===== src/rtl/div_arbiter.sv =====
// Two-requester round-robin front end for a shared multi-cycle divider.
// Handles divide-by-zero and signed overflow locally, times out a stuck divider and supports flush.
module div_arbiter #(
    parameter int TIMEOUT = 64
) (
    input  logic        sys_clk_i,
    input  logic        rst_ni,
    input  logic [1:0]  req_valid_i,
    output logic [1:0]  req_ready_o,
    input  logic [63:0] req_dividend_i,
    input  logic [63:0] req_divisor_i,
    input  logic [1:0]  req_unsign_i,
    input  logic [1:0]  req_mod_i,
    input  logic        flush_i,
    output logic        rsp_valid_o,
    output logic        rsp_id_o,
    output logic [31:0] rsp_result_o,
    output logic        rsp_err_o,
    output logic        div_enable_o,
    output logic [31:0] div_dividend_o,
    output logic [31:0] div_divisor_o,
    output logic        div_unsign_o,
    output logic        div_mod_o,
    input  logic [31:0] div_result_i,
    input  logic        div_done_i
);

    localparam int CW = $clog2(TIMEOUT + 1);

    typedef enum logic [1:0] {IDLE, BUSY, RESP} state_e;

    state_e          state_q, state_d;
    logic            ptr_q, ptr_d;
    logic [CW-1:0]   cnt_q, cnt_d;
    logic            id_q, id_d;
    logic [31:0]     dvd_q, dvd_d;
    logic [31:0]     dvs_q, dvs_d;
    logic            uns_q, uns_d;
    logic            mod_q, mod_d;
    logic [31:0]     res_q, res_d;
    logic            err_q, err_d;

    logic            grantId;
    logic            handshake;
    logic [31:0]     selDvd, selDvs;
    logic            selUns, selMod;
    logic            divZero, sgnOvf;

    // ptr_q names the favoured requester; it only matters when both are requesting.
    always_comb begin
        req_ready_o = 2'b00;
        grantId     = (&req_valid_i) ? ptr_q : req_valid_i[1];
        if (rst_ni && (state_q == IDLE) && !flush_i && (|req_valid_i)) begin
            req_ready_o = grantId ? 2'b10 : 2'b01;
        end
    end

    assign handshake = |(req_valid_i & req_ready_o);

    assign selDvd = grantId ? req_dividend_i[63:32] : req_dividend_i[31:0];
    assign selDvs = grantId ? req_divisor_i[63:32]  : req_divisor_i[31:0];
    assign selUns = grantId ? req_unsign_i[1]       : req_unsign_i[0];
    assign selMod = grantId ? req_mod_i[1]          : req_mod_i[0];

    assign divZero = (selDvs == 32'd0);
    assign sgnOvf  = !selUns && (selDvd == 32'h8000_0000) && (selDvs == 32'hFFFF_FFFF);

    always_comb begin
        state_d = state_q;
        ptr_d   = ptr_q;
        cnt_d   = cnt_q;
        id_d    = id_q;
        dvd_d   = dvd_q;
        dvs_d   = dvs_q;
        uns_d   = uns_q;
        mod_d   = mod_q;
        res_d   = res_q;
        err_d   = err_q;
        if (flush_i) begin
            state_d = IDLE;
        end else begin
            case (state_q)
                IDLE: begin
                    if (handshake) begin
                        id_d  = grantId;
                        ptr_d = ~grantId;
                        dvd_d = selDvd;
                        dvs_d = selDvs;
                        uns_d = selUns;
                        mod_d = selMod;
                        cnt_d = '0;
                        err_d = 1'b0;
                        // Corner cases the divider is never asked to compute
                        if (divZero) begin
                            res_d   = selMod ? selDvd : 32'hFFFF_FFFF;
                            state_d = RESP;
                        end else if (sgnOvf) begin
                            res_d   = selMod ? 32'd0 : 32'h8000_0000;
                            state_d = RESP;
                        end else begin
                            state_d = BUSY;
                        end
                    end
                end
                BUSY: begin
                    if (div_done_i) begin
                        res_d   = div_result_i;
                        err_d   = 1'b0;
                        state_d = RESP;
                    end else if (cnt_q == CW'(TIMEOUT - 1)) begin
                        res_d   = 32'd0;
                        err_d   = 1'b1;
                        state_d = RESP;
                    end else begin
                        cnt_d = cnt_q + 1'b1;
                    end
                end
                RESP: state_d = IDLE;
                default: state_d = IDLE;
            endcase
        end
    end

    always_ff @(posedge sys_clk_i or negedge rst_ni) begin
        if (!rst_ni) begin
            state_q <= IDLE;
            ptr_q   <= 1'b0;
            cnt_q   <= '0;
            id_q    <= 1'b0;
            dvd_q   <= 32'd0;
            dvs_q   <= 32'd0;
            uns_q   <= 1'b0;
            mod_q   <= 1'b0;
            res_q   <= 32'd0;
            err_q   <= 1'b0;
        end else begin
            state_q <= state_d;
            ptr_q   <= ptr_d;
            cnt_q   <= cnt_d;
            id_q    <= id_d;
            dvd_q   <= dvd_d;
            dvs_q   <= dvs_d;
            uns_q   <= uns_d;
            mod_q   <= mod_d;
            res_q   <= res_d;
            err_q   <= err_d;
        end
    end

    assign rsp_valid_o    = (state_q == RESP) && !flush_i;
    assign rsp_id_o       = id_q;
    assign rsp_result_o   = res_q;
    assign rsp_err_o      = err_q;
    assign div_enable_o   = (state_q == BUSY);
    assign div_dividend_o = dvd_q;
    assign div_divisor_o  = dvs_q;
    assign div_unsign_o   = uns_q;
    assign div_mod_o      = mod_q;

endmodule

===== config.mk =====
export PLATFORM = sky130hd
export DESIGN_NAME = div_arbiter
export DESIGN_NICKNAME = d
export VERILOG_FILES = /design/src/rtl/div_arbiter.sv
export SDC_FILE = /design/constraint.sdc
export NUM_CORES = 1
export LEC_CHECK = 0
export ABC_AREA = 1
export BUFFER_PORTS_ARGS = -buffer_cell sky130_fd_sc_hd__buf_2
export CAP_MARGIN = 20
export CORE_MARGIN = 4
export CORE_UTILIZATION = 48
export DETAILED_ROUTE_END_ITERATION = 6
export HOLD_SLACK_MARGIN = 0.02
export PLACE_DENSITY_LB_ADDON = 0.12
export SYNTH_ARGS = -nofsm -noshare
export SYNTH_HDL_FRONTEND = slang
export SYNTH_SLANG_ARGS = --single-unit

===== constraint.sdc =====
create_clock -name sys_clk_i -period 2.5 [get_ports sys_clk_i]
set_input_delay 0 -clock sys_clk_i [delete_from_list [all_inputs] [get_ports sys_clk_i]]
set_output_delay 0 -clock sys_clk_i [all_outputs]
set_load 0.02 [all_outputs]

Yosys cells after proc, flatten, opt, wreduce, memory -nomap -nowiden --
Cells that the tools add are included.
Storage, ports and cells: register bits 110, bits of input ports 170
Cells by class: $add $sub $neg 1, eq/ne operators 12, multiplexer cells 30, bitwise operators 3, reductions and logical operators 19
Operators with widths (number):
- 32-bit two-way mux | 9
- 32-bit == test, second input constant | 2
- 32-bit one-hot mux with 2 select lines | 1
- 32-bit logical NOT | 1
- 7-bit two-way mux | 3
- 2-bit two-way mux | 8
- 7-bit one-hot mux with 2 select lines | 1
- 5-bit AND reduction | 2
- 7-bit by 1-bit adder with 7-bit output, second input constant | 1
- 7-bit by 6-bit == test with 1-bit output, second input constant | 1
- 1-bit logical AND | 6
- 1-bit two-way mux | 6
- 2-bit != test, second input constant | 3
- 3-bit != test, second input constant | 2
- 4-bit by 2-bit != test with 1-bit output, second input constant | 1
- 2-bit one-hot mux with 2 select lines | 1
- 2-bit AND reduction | 2
- 4-bit AND reduction | 1
- 2-bit OR reduction | 2
- 3-bit by 1-bit != test with 1-bit output, second input constant | 1
- 3-bit AND reduction | 1
- 2-bit AND | 1
- 2-bit by 1-bit == test with 1-bit output, second input constant | 1
- 2-bit == test, second input constant | 1
- 5 further kinds | 7

Depth between registers and ports, before layout --
depth in word-level cells 11, depth in mapped cells 18, mapped depth without buffers 15

Least setup slack after synthesis --
Ideal clock, no wire load.
kind register to register, from reg ptr_q, to reg res_q[18], in the netlist rsp_result_o[18], library setup time 0.117 ns, arrival time 1.883 ns, required time 2.383 ns, slack 0.500 ns, cell stages (with the launch flop) 19, clock period less this slack 2.000 ns, cell sequence dfrtp_1 -> inv_2 -> nand2_2 -> buf_6 -> buf_6 -> buf_6 -> nand3_2 -> nand2_2 -> nor2_1 -> nand2_1 -> nor2_1 -> nand2_1 -> nor2_1 -> nand3_2 -> nand3_4 -> nand2_4 -> buf_6 -> nand2_1 -> nand2_1
On the way: cells in the longest elaborated chain, start to end 7, elaborated cells on any way between the ends 22
Ends and longest elaborated chain:
- from (decl) | line 33 | logic ptr_q, ptr_d;
- from (signal assigned) | line 138 | ptr_q <= ptr_d;
- 1-bit two-way mux * | line 52 | grantId = (&req_valid_i) ? ptr_q : req_valid_i[1];
- 32-bit two-way mux, or another cell as far along | line 60 | assign selDvd = grantId ? req_dividend_i[63:32] : req_dividend_i[31:0];
- 32-bit == test, or another cell as far along | line 66 | assign sgnOvf = !selUns && (selDvd == 32'h8000_0000) && (selDvs == 32'hFFFF_FFFF);
- 1-bit logical AND or 2-bit AND (tied branches) | line 66, 58
- 1-bit logical AND or 2-bit OR reduction (tied branches) | line 66, 58
- 3-bit != test (no source line) or 2-bit != test (tied branches)
- 5-bit AND reduction (no source line)
- to (signal assigned) | line 145 | res_q <= res_d;
- to (decl) | line 40 | logic [31:0] res_q, res_d;
Mark *: on every way between the ends. The rest lies on a longest branch, timed or not. The select of a mux whose other input is x is not followed. A chain may end at the register's enable or synchronous reset.

Worst setup path after layout --
from reg ptr_q, to reg res_q[29], in the netlist rsp_result_o[29]
Same word-level chain as after synthesis.

==> out/qor.txt <==
Status: complete, no violations
Cells after Synth: 901
First-pass GRT wire length: 32700 um
Clock Skews: 0.00639 ns
Yosys top cell by area: dfrtp_1
Worst endpoint data arrival time: 2.55 ns
CTS Root Cell: clkbuf_16
Leakage power: 4.91 nW
DRC Markers: 0
Fmax: 440 MHz
Ys Warns: 0
Synth top area share: 43.8%
Initial antenna violation count: 0
Top Ports: 274
Grt ovf: 0
Post-synth EDFFs: 0
Syn-to-layout area delta: 36.3%
Startpoint type of the worst setup path: register
Post-route ant nets: 0
Setup ws final: 0.229 ns
Half-perimeter wire length after detailed placement: 15900 um
Logic pwr share: 33.8%
Setup Fix Bufs, Post-CTS: 0
Area contributors post-synth: dfrtp_1 (44%), nand2_1 (23%), o21ai_0 (7.2%)
DR iter-0 viols: 560
FF+latch count, synth: 110
DR vias/cell: 4.99
CTS sink count: 110
Worst setup path category: register to register
Max FO, Critical Path: 18
Ant. Diodes: 0
CTS tree: done
Clock network power share: 27.3%
Sequential-to-total area share from yosys stat: 43.8%
WL final: 21300 um
Non-filler instance count after layout: 1370
Maximum number of pins on one net before global-route repair: 111
Pint: 3.68 mW
Clk_lat worst skew: 0.34 ns
Unique masters post-synth: 31
Max rail drop VDD: 0.000346 V
Main synth FF type: dfrtp_1
Via count: 6843
Minimum clock period: 2.27 ns
H-tree levels: 3
Routed length per instance: 15.6 um
Reg clk slew, reported paths: 0.08 ns
DRT Pass-1 Iters: 5
Place WS: 0.000295 ns
CP required: 2.78 ns
Die footprint: 15000 sq um
Number of port buffers: 273
Post-synthesis cell area: 6290 sq um
Fin util: 67.3%
Power Density: 680 nW/um^2
Dpl cells: 1322
Number of global-route vias before repair: 6482
Worst-margin pin slew: 0.623 ns
Syn_area_per_cell: 6.98 sq um
Power Total: 5.83 mW
Max Cap Viol: 0
Worst Hold Class: primary input to register
Cts bufs inserted: 9
Critical Path Sink Type: register
Sequential Power Share: 38.9%
Total core area: 12700 sq um
Die H: 122 um
Net Sw Power: 2.14 mW
Synthesized Nets: 1072
Slew HR: 58.5%
GRT Total Usage: 27.8%
Async SR Flop Fraction: 100%
Die X: 122 um
Fin nets: 1364
Clock Path Buffers: 2
Finish-stage setup viols: 0
Final Wtd Congestion: 0.861
Initial Util: 49.4%
Post-route clock period utilization: 90.9%
Setup TNS Final: 0 ns
Switching portion of total power: 36.8%
Layout cells sized above 1: 29.0%
Row cnt: 41
Final Slew Violations: 0
Final Hold Viols: 0
## cells by family (layout without fill, tap and decap cells)
group | after synthesis | in the layout | synth area share, %
multiplexers | 3 | 3 | 0.478
adder cells (fa/ha/maj) | 1 | 1 | 0.199
flip-flops | 110 | 110 | 43.8
buffers and inverters | 112 | 408 | 8.42
AND/OR/NAND/NOR | 548 | 549 | 36.8
AO/OA/AOI/OAI | 127 | 127 | 10.4
## final cells by class
class	count	area, sq um
fillers	1186	4160
multi-input cells	680	3090
flip-flops and latches	110	2750
repair buffers	333	1960
clock buffers	10	239
inverters	59	221
well taps	172	215
clock inverters	6	93.8
## per-layer routing
metal | global-route usage [%] | wire [um] | part of all wire (%) | up-vias
met2 | 45.2 | 9980 | 47 | 278
met5 | 0 | 0 | 0 | -
met1 | 37.6 | 9240 | 43 | 3104
met3 | 4.52 | 1540 | 7.2 | 32
li1 | - | - | - | 3429
met4 | 10.1 | 575 | 2.7 | 0
## synthesized netlist by cell type, types with 2 or more instances
| cell type | count |
|---|---|
| a21oi_1 | 3 |
| buf_1 | 3 |
| buf_2 | 6 |
| buf_4 | 11 |
| buf_6 | 8 |
| clkbuf_1 | 25 |
| dfrtp_1 | 110 |
| inv_1 | 57 |
| inv_2 | 2 |
| mux2i_1 | 3 |
| nand2_1 | 390 |
| nand2_2 | 4 |
| nand3_1 | 48 |
| nand3_2 | 11 |
| nand3b_1 | 20 |
| nor2_1 | 64 |
| nor3_1 | 4 |
| o21ai_0 | 91 |
| o21ai_1 | 29 |
## critical path, stage by stage, from the launching register on
cell     delay (ns)
dfrtp_1        0.37
inv_2          0.09
nand2_4        0.09
nand2_8        0.12
buf_6          0.20
nand2_1        0.06
o21ai_1        0.18
nand2_1        0.10
nor2_1         0.11
nand2_1        0.06
nor2_1         0.15
nand3_2        0.13
nand3_4        0.18
buf_8          0.19
nand3_1        0.09
nand2_1        0.09
## stage by stage
step	cell area (sq um)	hold WS, ns
3_3_place_gp	7830	0.188
5_1_grt	8570	0.0425
4_1_cts	8490	0.0239
3_5_place_dp	7830	0.186
6_report	8570	0.0310
2_1_floorplan	6290	-0.296
## state kept, by name (all words and copies together) (netlist names)
| signal | cells |
|---|---|
| div_dividend_o | 32 |
| div_divisor_o | 32 |
| rsp_result_o | 32 |
| cnt_q | 7 |
| state_q | 2 |
| div_mod_o | 1 |
| div_unsign_o | 1 |
| ptr_q | 1 |
| rsp_err_o | 1 |
| rsp_id_o | 1 |
## placed cells by master, fill, tap and decap left out, types with 9 or more instances in the layout
cell | synthesis | routed
buf_2 | 6 | 272
buf_4 | 11 | 23
clkbuf_16 | 0 | 9
dfrtp_1 | 110 | 110
dlygate4sd3_1 | 0 | 31
inv_1 | 57 | 57
nand2_1 | 390 | 390
nand3_1 | 48 | 47
nand3_2 | 11 | 11
nand3b_1 | 20 | 20
nor2_1 | 64 | 62
o21ai_0 | 91 | 89
o21ai_1 | 29 | 29
## power by group through the flow
stage,Clock [mW],Combinational [mW],Sequential [mW]
after global routing,1.67,2.17,2.30
after floorplan,0,0.747,2.65
after CTS,1.61,1.95,2.26
final,1.59,1.97,2.27
after global placement,0,1.88,2.29
after detailed placement,0,1.90,2.28
## path summary, 6_finish.rpt
check	cells past startpoint	from	endpoint	slack, ns
min in group asynchronous	3	rst_ni	div_divisor_o[6]$_DFFE_PN0P_	0.31
setup / recovery	15	ptr_q$_DFFE_PN0P_	rsp_result_o[29]$_DFFE_PN0P_	0.23
max in group asynchronous	3	rst_ni	div_dividend_o[16]$_DFFE_PN0P_	1.73
hold / removal	5	div_result_i[1]	rsp_result_o[1]$_DFFE_PN0P_	0.03
hold reg to reg	2	rsp_result_o[4]$_DFFE_PN0P_	rsp_result_o[4]$_DFFE_PN0P_	0.47
setup reg to reg	15	ptr_q$_DFFE_PN0P_	rsp_result_o[29]$_DFFE_PN0P_	0.23
## repair_timing
item / 4_1_cts / 5_1_grt
resized for setup: 3 / 17
hold buffers: 31 / 0
endpoints found under the setup margin: 16 / 34
hold endpoints to repair: 138 / 0
pin swaps: 0 / 1
gates cloned: 0 / 1
Note: power is estimated with default switching activity, not from simulation.
